--- src/rtl/riscv_const_pkg.sv ---
// Shared RISC-V constants: funct3 load/store width encodings and load-extract masks.
package riscv_const;

  localparam logic [2:0] F3_LB  = 3'b000;
  localparam logic [2:0] F3_LH  = 3'b001;
  localparam logic [2:0] F3_LW  = 3'b010;
  localparam logic [2:0] F3_LBU = 3'b100;
  localparam logic [2:0] F3_LHU = 3'b101;

  localparam logic [2:0] F3_SB  = 3'b000;
  localparam logic [2:0] F3_SH  = 3'b001;
  localparam logic [2:0] F3_SW  = 3'b010;

  localparam logic [31:0] LD_MASK_B = 32'h0000_00FF;
  localparam logic [31:0] LD_MASK_H = 32'h0000_FFFF;
  localparam logic [31:0] LD_MASK_W = 32'hFFFF_FFFF;

endpackage

--- src/rtl/st_align.sv ---
// Store lane alignment: byte enables, replicated store data and misalignment
// detection for an access of the given width at the given low address bits.
module st_align
  import riscv_const::*;
(
  input  logic [1:0]  addr,
  input  logic [2:0]  funct3,
  input  logic [31:0] data,
  output logic [3:0]  we,
  output logic [31:0] din,
  output logic        misaligned
);

  always_comb begin
    we         = 4'b0000;
    din        = data;
    misaligned = 1'b0;
    case (funct3)
      F3_SB, F3_LBU: begin
        we  = 4'b0001 << addr;
        din = {4{data[7:0]}};
      end
      F3_SH, F3_LHU: begin
        we         = 4'b0011 << {addr[1], 1'b0};
        din        = {2{data[15:0]}};
        misaligned = addr[0];
      end
      F3_SW: begin
        we         = 4'b1111;
        misaligned = (addr != 2'b00);
      end
      default: begin
        we         = 4'b0000;
        misaligned = 1'b0;
      end
    endcase
  end

endmodule

--- src/rtl/mem_stage.sv ---
// Memory pipeline stage: issues data-cache requests, holds them across cache
// stalls, and registers results into the writeback stage.
module mem_stage
  import riscv_const::*;
(
  input  logic        clk,
  input  logic        reset,
  input  logic        ex_valid,
  input  logic [31:0] ex_pc,
  input  logic [31:0] ex_alu_result,
  input  logic [31:0] ex_rs2,
  input  logic [2:0]  ex_funct3,
  input  logic        ex_reg_we,
  input  logic        ex_mem_rr,
  input  logic        ex_mem_we,
  input  logic        ex_jump,
  input  logic        hold,
  input  logic        dcache_stall,
  output logic [31:0] dcache_addr,
  output logic        dcache_re,
  output logic [3:0]  dcache_we,
  output logic [31:0] dcache_din,
  output logic        mem_stall,
  output logic        wb_valid,
  output logic        wb_reg_we,
  output logic        wb_mem_rr,
  output logic        wb_jump,
  output logic [31:0] wb_pc,
  output logic [31:0] wb_alu_result,
  output logic [2:0]  wb_funct3,
  output logic        misalign,
  output logic [31:0] misalign_addr,
  output logic [31:0] stall_count
);

  typedef enum logic {S_IDLE = 1'b0, S_WAIT = 1'b1} state_e;

  state_e      state_q;
  logic        done_q;
  logic [31:0] lat_pc_q, lat_addr_q, lat_din_q;
  logic [3:0]  lat_we_q;
  logic        lat_re_q, lat_reg_we_q, lat_jump_q;
  logic [2:0]  lat_funct3_q;
  logic        wb_valid_q, wb_reg_we_q, wb_mem_rr_q, wb_jump_q, misalign_q;
  logic [31:0] wb_pc_q, wb_alu_q, misalign_addr_q, stall_count_q;
  logic [2:0]  wb_funct3_q;

  logic [3:0]  st_we;
  logic [31:0] st_din;
  logic        st_mis;

  st_align u_st_align (
    .addr       (ex_alu_result[1:0]),
    .funct3     (ex_funct3),
    .data       (ex_rs2),
    .we         (st_we),
    .din        (st_din),
    .misaligned (st_mis)
  );

  logic accept, is_mem, is_load, mis_access, issue, wait_drive, req_driven;

  // A set store bit wins over the load bit, so a load is only rr without we.
  assign accept     = (state_q == S_IDLE) && !hold && ex_valid;
  assign is_mem     = ex_mem_rr || ex_mem_we;
  assign is_load    = ex_mem_rr && !ex_mem_we;
  assign mis_access = is_mem && st_mis;
  assign issue      = accept && is_mem && !st_mis;
  assign wait_drive = (state_q == S_WAIT) && !done_q;
  assign req_driven = issue || wait_drive;
  assign mem_stall  = (state_q == S_WAIT) || hold || (issue && dcache_stall);

  always_comb begin
    dcache_addr = ex_alu_result;
    dcache_re   = 1'b0;
    dcache_we   = 4'b0000;
    dcache_din  = st_din;
    if (reset) begin
      dcache_re = 1'b0;
    end else if (wait_drive) begin
      dcache_addr = lat_addr_q;
      dcache_re   = lat_re_q;
      dcache_we   = lat_we_q;
      dcache_din  = lat_din_q;
    end else if (issue) begin
      dcache_re = is_load;
      dcache_we = ex_mem_we ? st_we : 4'b0000;
    end else begin
      dcache_re = 1'b0;
    end
  end

  // done_q marks a WAIT request the cache finished while hold deferred writeback.
  always_ff @(posedge clk) begin
    if (reset) begin
      state_q         <= S_IDLE;
      done_q          <= 1'b0;
      lat_pc_q        <= 32'd0;
      lat_addr_q      <= 32'd0;
      lat_din_q       <= 32'd0;
      lat_we_q        <= 4'd0;
      lat_re_q        <= 1'b0;
      lat_reg_we_q    <= 1'b0;
      lat_jump_q      <= 1'b0;
      lat_funct3_q    <= 3'd0;
      wb_valid_q      <= 1'b0;
      wb_reg_we_q     <= 1'b0;
      wb_mem_rr_q     <= 1'b0;
      wb_jump_q       <= 1'b0;
      wb_pc_q         <= 32'd0;
      wb_alu_q        <= 32'd0;
      wb_funct3_q     <= 3'd0;
      misalign_q      <= 1'b0;
      misalign_addr_q <= 32'd0;
      stall_count_q   <= 32'd0;
    end else begin
      misalign_q <= 1'b0;
      if (req_driven && dcache_stall) begin
        stall_count_q <= stall_count_q + 32'd1;
      end
      case (state_q)
        S_IDLE: begin
          if (hold) begin
            state_q <= S_IDLE;
          end else if (issue && dcache_stall) begin
            state_q      <= S_WAIT;
            done_q       <= 1'b0;
            lat_pc_q     <= ex_pc;
            lat_addr_q   <= ex_alu_result;
            lat_din_q    <= st_din;
            lat_we_q     <= ex_mem_we ? st_we : 4'b0000;
            lat_re_q     <= is_load;
            lat_reg_we_q <= ex_reg_we;
            lat_jump_q   <= ex_jump;
            lat_funct3_q <= ex_funct3;
            wb_valid_q   <= 1'b0;
            wb_reg_we_q  <= 1'b0;
            wb_mem_rr_q  <= 1'b0;
            wb_jump_q    <= 1'b0;
          end else if (accept) begin
            wb_valid_q  <= 1'b1;
            wb_reg_we_q <= ex_reg_we && !mis_access;
            wb_mem_rr_q <= is_load && !mis_access;
            wb_jump_q   <= ex_jump;
            wb_pc_q     <= ex_pc;
            wb_alu_q    <= ex_alu_result;
            wb_funct3_q <= ex_funct3;
            if (mis_access) begin
              misalign_q      <= 1'b1;
              misalign_addr_q <= ex_alu_result;
            end
          end else begin
            wb_valid_q  <= 1'b0;
            wb_reg_we_q <= 1'b0;
            wb_mem_rr_q <= 1'b0;
            wb_jump_q   <= 1'b0;
          end
        end
        S_WAIT: begin
          if (wait_drive && !dcache_stall) begin
            done_q <= 1'b1;
          end
          if (hold) begin
            state_q <= S_WAIT;
          end else if (done_q || !dcache_stall) begin
            state_q     <= S_IDLE;
            done_q      <= 1'b0;
            wb_valid_q  <= 1'b1;
            wb_reg_we_q <= lat_reg_we_q;
            wb_mem_rr_q <= lat_re_q;
            wb_jump_q   <= lat_jump_q;
            wb_pc_q     <= lat_pc_q;
            wb_alu_q    <= lat_addr_q;
            wb_funct3_q <= lat_funct3_q;
          end else begin
            wb_valid_q  <= 1'b0;
            wb_reg_we_q <= 1'b0;
            wb_mem_rr_q <= 1'b0;
            wb_jump_q   <= 1'b0;
          end
        end
        default: begin
          state_q <= S_IDLE;
          done_q  <= 1'b0;
        end
      endcase
    end
  end

  assign wb_valid      = wb_valid_q;
  assign wb_reg_we     = wb_reg_we_q;
  assign wb_mem_rr     = wb_mem_rr_q;
  assign wb_jump       = wb_jump_q;
  assign wb_pc         = wb_pc_q;
  assign wb_alu_result = wb_alu_q;
  assign wb_funct3     = wb_funct3_q;
  assign misalign      = misalign_q;
  assign misalign_addr = misalign_addr_q;
  assign stall_count   = stall_count_q;

endmodule

--- config.mk ---
export PLATFORM = sky130hd
export DESIGN_NAME = mem_stage
export DESIGN_NICKNAME = d
export VERILOG_FILES = /design/src/rtl/riscv_const_pkg.sv /design/src/rtl/st_align.sv /design/src/rtl/mem_stage.sv
export SDC_FILE = /design/constraint.sdc
export NUM_CORES = 1
export LEC_CHECK = 0
export CAP_MARGIN = 0
export CORE_ASPECT_RATIO = 0.75
export CORE_MARGIN = 3
export CORE_UTILIZATION = 51
export DETAILED_ROUTE_END_ITERATION = 8
export PLACE_DENSITY = 0.85
export SLEW_MARGIN = 20
export SYNTH_ARGS = -nofsm -noshare
export SYNTH_HDL_FRONTEND = slang
export SYNTH_HIERARCHICAL = 1
export SYNTH_SLANG_ARGS = --single-unit
export TNS_END_PERCENT = 30
--- constraint.sdc ---
create_clock -name clk -period 3.56 [get_ports clk]
set_input_delay 0.534 -clock clk [delete_from_list [all_inputs] [get_ports clk]]
set_output_delay 0.534 -clock clk [all_outputs]
set_load 0.01 [all_outputs]
==> results_dict.tcl, run 1 <==
set metrics [dict create \
    grt_start_max_net_pins 109 \
    netlist_instances 1267 \
    finish.utilization 0.736 \
    path_max_fanout 5 \
    cellLeakagePower_nw 4.94 \
    nNetsFinal 1629 \
    finalPower_mw 6.41 \
    antenna_found_initial 1 \
    clk_pin_slew_ns 0.07 \
    ant_nets 0 \
    clk_path_buf_depth 3 \
    ff2ff_path_depth 7 \
    grt_setup_unrepaired "no" \
    worst_ir_drop_vdd_mv 0.365 \
    avgSynthCellArea_um2 8.34 \
    fin_skew_ns 0.0134 \
    startpoint "ex_funct3[1]" \
    vias 10400 \
    regArea_um2 4880 \
    dieArea_um2 22500 \
    arrival_ns 2.76 \
    nFillCells 1481 \
    place_area_um2 13800 \
    setup_viol_count_final 0 \
    synth_area_um2 10600 \
    hp-class "input pin to flop" \
    multi_input_area_um2 5230 \
    ys_seq_area_frac 0.462 \
    die_y_um 131 \
    boundaryPins 314 \
    path_class "input pin to output pin" \
    yosysTopAreaCell "dfxtp_1" \
    clk_latency_ns 0.51 \
    port_buffers 313 \
    synth-edff-count 0 \
    yosys_register_bits 244 \
    cts_tree "built" \
    drive_above_1_share 0.107 \
    yosysTopAreaCellShare 0.462 \
    final.min_clock_period_ns 3.29 \
    viasPerCell 5.80 \
    start_util 0.533 \
    drc 0 \
    cp.required_ns 3.03 \
    final_area_um2 14600 \
    fin_tns_setup_ns 0 \
    drv_slew 0 \
    crit_path_end "dcache_we[2]" \
    regToRegSetupSlack_ns 0.81 \
    die_x_um 172 \
    postCtsSetupRepairBufs 0 \
    end_kind "output pin" \
    place_congestion 0.874 \
    hold_buffers 0 \
    drv_cap 0 \
    yosysWarnings 6 \
    fin_crit_sh 0.924 \
    first_pass_iters 5 \
    diodes 0 \
    dp_hpwl_mm 21.8 \
    layout_setup_ws_ns 0.270 \
    tightest_slew_ns 0.946 \
    yosys.cell_types.count 52 \
    p_per_area_nw_per_um2 439 \
    worstReg2RegEnd "lat_din_q[28]" \
    synthTopCellsByArea "dfxtp_1 46%, nand2_1 10%, mux2_2 8.5%" \
    syn_to_final_growth_pct 38.0 \
    grt_overflow 0 \
    numClockSinks 244 \
    cts_root_buffer "clkbuf_16" \
    setup.worst_path.start_class "input pin" \
    ys.flop_type "dfxtp_1" \
    rows 44 \
    htree_levels 1 \
    drt-total-wl_mm 33.9 \
    cts_buffers 24 \
    r2r_start "state_q" \
    fmax_mhz 304 \
    pre_cts_slack_ns 0.106 \
    outcome "finished, final reports clean" \
    maxSlewHeadroom 0.369 \
    hold_viol 0 \
    grt_usage 0.282 \
    syn_nets 1376 \
    grt_pass1_wl_mm 51.6 \
    grt_pass1_vias 9555 \
    wl_per_cell_um 18.9 \
    detail_route.iter0.violations 1117 \
    core_um2 19800 \
    ys_async_sr_fraction 0 \
]
[cell families (layout without fill, tap and decap cells)]
| family | after synthesis | in the layout | share of synthesized area |
|---|---|---|---|
| AO/OA/AOI/OAI | 312 | 312 | 0.180 |
| XOR/XNOR | 27 | 27 | 0.0224 |
| adder cells (fa/ha/maj) | 1 | 1 | 0.00118 |
| buffers and inverters | 118 | 387 | 0.0487 |
| flip-flops | 244 | 244 | 0.462 |
| multiplexers | 89 | 89 | 0.0937 |
| AND/OR/NAND/NOR | 476 | 476 | 0.192 |
[per-stage QoR]
stage / instances / hold slack, ns
2_1_floorplan: 1267 / 0.433
6_report: 1789 / 0.368
3_3_place_gp: 1747 / 0.438
5_1_grt: 1789 / 0.360
3_5_place_dp: 1747 / 0.446
4_1_cts: 1789 / 0.344
[metal layers]
metal  routed length, um  track usage
met2               15400        0.450
met5                  13            0
met4                1100       0.0896
met1               14100        0.376
met3                3270       0.0770
[cell usage in the layout (no fill, tap or decap), types with 4 or more instances in the layout]
cell type,synthesis,layout
clkdlybuf4s50_1,0,312
nand2_1,290,290
dfxtp_1,244,244
a21oi_1,148,147
nor2_1,106,106
mux2_2,80,80
o22ai_1,67,67
a211oi_1,67,67
xnor2_1,26,26
clkbuf_16,0,25
buf_4,10,22
nand3_1,13,12
nor3_1,13,11
mux2i_1,9,9
clkbuf_1,80,9
nor4b_1,8,8
o21ai_1,7,7
nand4_1,6,6
nor4_1,7,6
a32o_1,5,5
o21ai_0,5,5
and4_1,5,5
nor2b_1,4,4
inv_1,5,4
and3_1,4,4
clkbuf_8,0,4
buf_12,0,4
[state kept, by name, summed over array words and instances (netlist names), 3 cells and up]
register,cells
lat_addr_q,32
lat_din_q,32
lat_funct3_q,3
lat_pc_q,32
lat_we_q,4
misalign_addr,32
stall_count,32
wb_alu_result,32
wb_funct3,3
wb_pc,32
[synth_stat cells, drive strengths merged (14+ instances only)]
library cell / count
a21oi: 148
mux2: 80
nand3: 14
xnor2: 26
o21ai: 14
clkbuf: 80
nand2: 290
a211oi: 67
nor2: 107
buf: 32
dfxtp: 244
o22ai: 67
[power by group]
part | switching [mW] | internal (mW) | leakage (nW) | total [mW]
sequential | 0.0610 | 2.83 | 1.98 | 2.90
clock | 1.04 | 1.44 | 0.373 | 2.48
combinational | 0.513 | 0.517 | 2.58 | 1.03
total | 1.61 | 4.79 | 4.94 | 6.41
[layout make-up]
cell class / count / area share
multi-input combinational: 905 / 0.358
sequential: 244 / 0.335
timing repair buffer: 339 / 0.232
clock buffer: 38 / 0.0490
tap: 253 / 0.0217
clock inverter: 4 / 0.00309
inverter: 6 / 0.00154
[how the worst min path moves through the flow]
stage,from,to,slack (ns),depth (start not counted)
finish,reset,lat_pc_q[7],0.37,2
floorplan,lat_din_q[0],lat_din_q[0],0.43,2
global route,reset,lat_pc_q[21],0.36,2
detailed placement,misalign_addr[3],misalign_addr[3],0.45,2
global placement,lat_din_q[18],lat_din_q[18],0.44,2
CTS,reset,lat_pc_q[7],0.34,2
[critical path: stages]
cell	delay (ns)
clkdlybuf4s50_1	0.54
nand3b_1	0.15
o41ai_2	0.13
nor4_2	0.57
a32o_1	0.29
clkdlybuf4s50_1	0.54
[what timing repair did]
item | CTS | global route
hold endpoints to repair | 0 | 0
resized for setup | 0 | 1
endpoints found under the setup margin | 0 | 4
Note: power is estimated with default switching activity, not from simulation.
==> inputs of run 2 (changes only) <==
--- a/config.mk
+++ b/config.mk
@@ -11,6 +11,7 @@
 export CORE_UTILIZATION = 51
 export DETAILED_ROUTE_END_ITERATION = 8
 export PLACE_DENSITY = 0.85
+export REMOVE_ABC_BUFFERS = 1
 export SLEW_MARGIN = 20
 export SYNTH_ARGS = -nofsm -noshare
 export SYNTH_HDL_FRONTEND = slang
==> run 2 against run 1 <==
Net effect:
- sequential share of layout area down 0.095 points
- register-to-register slack improved by 0.18 ns
- flip-flop and latch count unchanged
- utilization grew 0.21 points
- fmax is 3.2% lower
- final area up 0.28%
- global-route usage is 0.20 points lower
- clock skew shrank 0.0033 ns
- total power down 0.18%
- clock power barely moved
- sequential power is essentially flat
- largest cell class unchanged
==> results_dict.tcl, run 2 (same netlist as run 1, synthesis figures left out) <==
set metrics [dict create \
    outcome "finished, final reports clean" \
    hp-class "input pin to flop" \
    fin_crit_sh 0.955 \
    vias 10400 \
    drc 0 \
    wl_per_cell_um 18.8 \
    arrival_ns 2.87 \
    cts_tree "built" \
    grt_start_max_net_pins 109 \
    postCtsSetupRepairBufs 0 \
    ff2ff_path_depth 7 \
    cp.required_ns 3.03 \
    drt-total-wl_mm 33.6 \
    hold_buffers 0 \
    die_x_um 172 \
    p_per_area_nw_per_um2 437 \
    layout_setup_ws_ns 0.160 \
    detail_route.iter0.violations 1024 \
    fmax_mhz 294 \
    instances_no_fill 1789 \
    worstHoldPathCells 2 \
    min_to "stall_count[1]" \
    nFillCells 1439 \
    path_max_fanout 11 \
    regArea_um2 4880 \
    drv_cap 0 \
    drv_slew 0 \
    tightest_slew_ns 1.10 \
    core_um2 19800 \
    dieArea_um2 22500 \
    final_common_cell "clkdlybuf4s50_1" \
    cts_root_buffer "clkbuf_16" \
    cellLeakagePower_nw 4.96 \
    worst_ir_drop_vdd_mv 0.308 \
    finalPower_mw 6.39 \
    final.min_clock_period_ns 3.40 \
    dp_cells 1748 \
    end_kind "output pin" \
    hp-start "reset" \
    regToRegSetupSlack_ns 0.99 \
    grt_pass1_wl_mm 51.4 \
    nNetsFinal 1630 \
    mostFrequentLayoutCells "312 x clkdlybuf4s50_1, 290 x nand2_1, 244 x dfxtp_1" \
    hold_viol 0 \
    fin_skew_ns 0.0101 \
    first_pass_iters 5 \
    setup.worst_path.start_class "input pin" \
    boundaryPins 314 \
    pre_cts_slack_ns 0.0961 \
    r2r_start "state_q" \
    viasPerCell 5.83 \
    path_class "input pin to output pin" \
    setup_viol_count_final 0 \
    worstReg2RegEnd "lat_din_q[23]" \
    multi_input_area_um2 5230 \
    grt_overflow 0 \
    dp_hpwl_mm 21.5 \
    clk_path_buf_depth 3 \
    numClockSinks 244 \
    syn_to_final_growth_pct 38.4 \
    cts_buffers 24 \
    clk_pin_slew_ns 0.06 \
    grt_pass1_vias 9918 \
    antenna_found_initial 0 \
    port_buffers 313 \
    final_area_um2 14600 \
    grt_setup_unrepaired "no" \
    place_area_um2 13900 \
    maxSlewHeadroom 0.268 \
    grt_usage 0.280 \
    die_y_um 131 \
    cts_resized 0 \
    ant_nets 0 \
    drive_above_1_share 0.110 \
    rows 44 \
    clk_latency_ns 0.51 \
    start_util 0.533 \
    htree_levels 1 \
    place_congestion 0.891 \
    startpoint "ex_funct3[1]" \
]
[run 2: cell count changes in the layout (fill, tap and decap cells not counted)]
cell / previous run / this run
clkbuf_1: 9 / 4
buf_12: 4 / 6
buf_4: 22 / 21
diode_2: 0 / 1
clkbuf_8: 4 / 8
bufinv_16: 1 / 0
[run 2: worst max-delay path by stage]
stage | slack [ns] | endpoint
final | 0.16 | mem_stall
after detailed placement | 0.1 | dcache_we[2]
after floorplan | -3.83 | lat_we_q[0]
after CTS | 0.05 | dcache_we[2]
after global placement | 0.24 | dcache_we[0]
after global routing | 0.05 | mem_stall
[run 2: layer usage]
| metal | up-vias | routed length (um) | global-route usage |
|---|---|---|---|
| li1 | 4910 | - | - |
| met1 | 4942 | 13800 | 0.366 |
| met2 | 511 | 15600 | 0.463 |
| met3 | 61 | 3280 | 0.0728 |
| met4 | 0 | 856 | 0.0793 |
| met5 | - | 0 | 0 |
[run 2: metrics by stage]
stage	setup TNS, ns	hold WS, ns	util
after floorplan	-801.61	0.427	-
after global placement	0	0.438	0.699
after detailed placement	0	0.447	0.699
after CTS	0	0.349	0.738
after global routing	0	0.366	0.738
final	0	0.362	0.738
[run 2: power breakdown]
part / internal, mW / total [mW] / switching, mW
registers: 2.84 / 2.89 / 0.0586
logic: 0.518 / 1.03 / 0.515
clock network: 1.44 / 2.47 / 1.03
[run 2: worst max-delay path: stages]
cell	delay [ns]
clkdlybuf4s50_1	0.56
buf_4	0.22
inv_2	0.05
o41ai_2	0.42
buf_4	0.22
nor2b_1	0.09
nand3_4	0.11
nand3_1	0.09
clkdlybuf4s50_1	0.58
[run 2: layout make-up]
class                      instances  area share
sequential                       244       0.334
tap                              253      0.0216
multi-input combinational        905       0.357
inverter                           6     0.00154
clock inverter                     3     0.00103
antenna                            1    0.000171
clock buffer                      37      0.0513
timing repair buffer             340       0.233
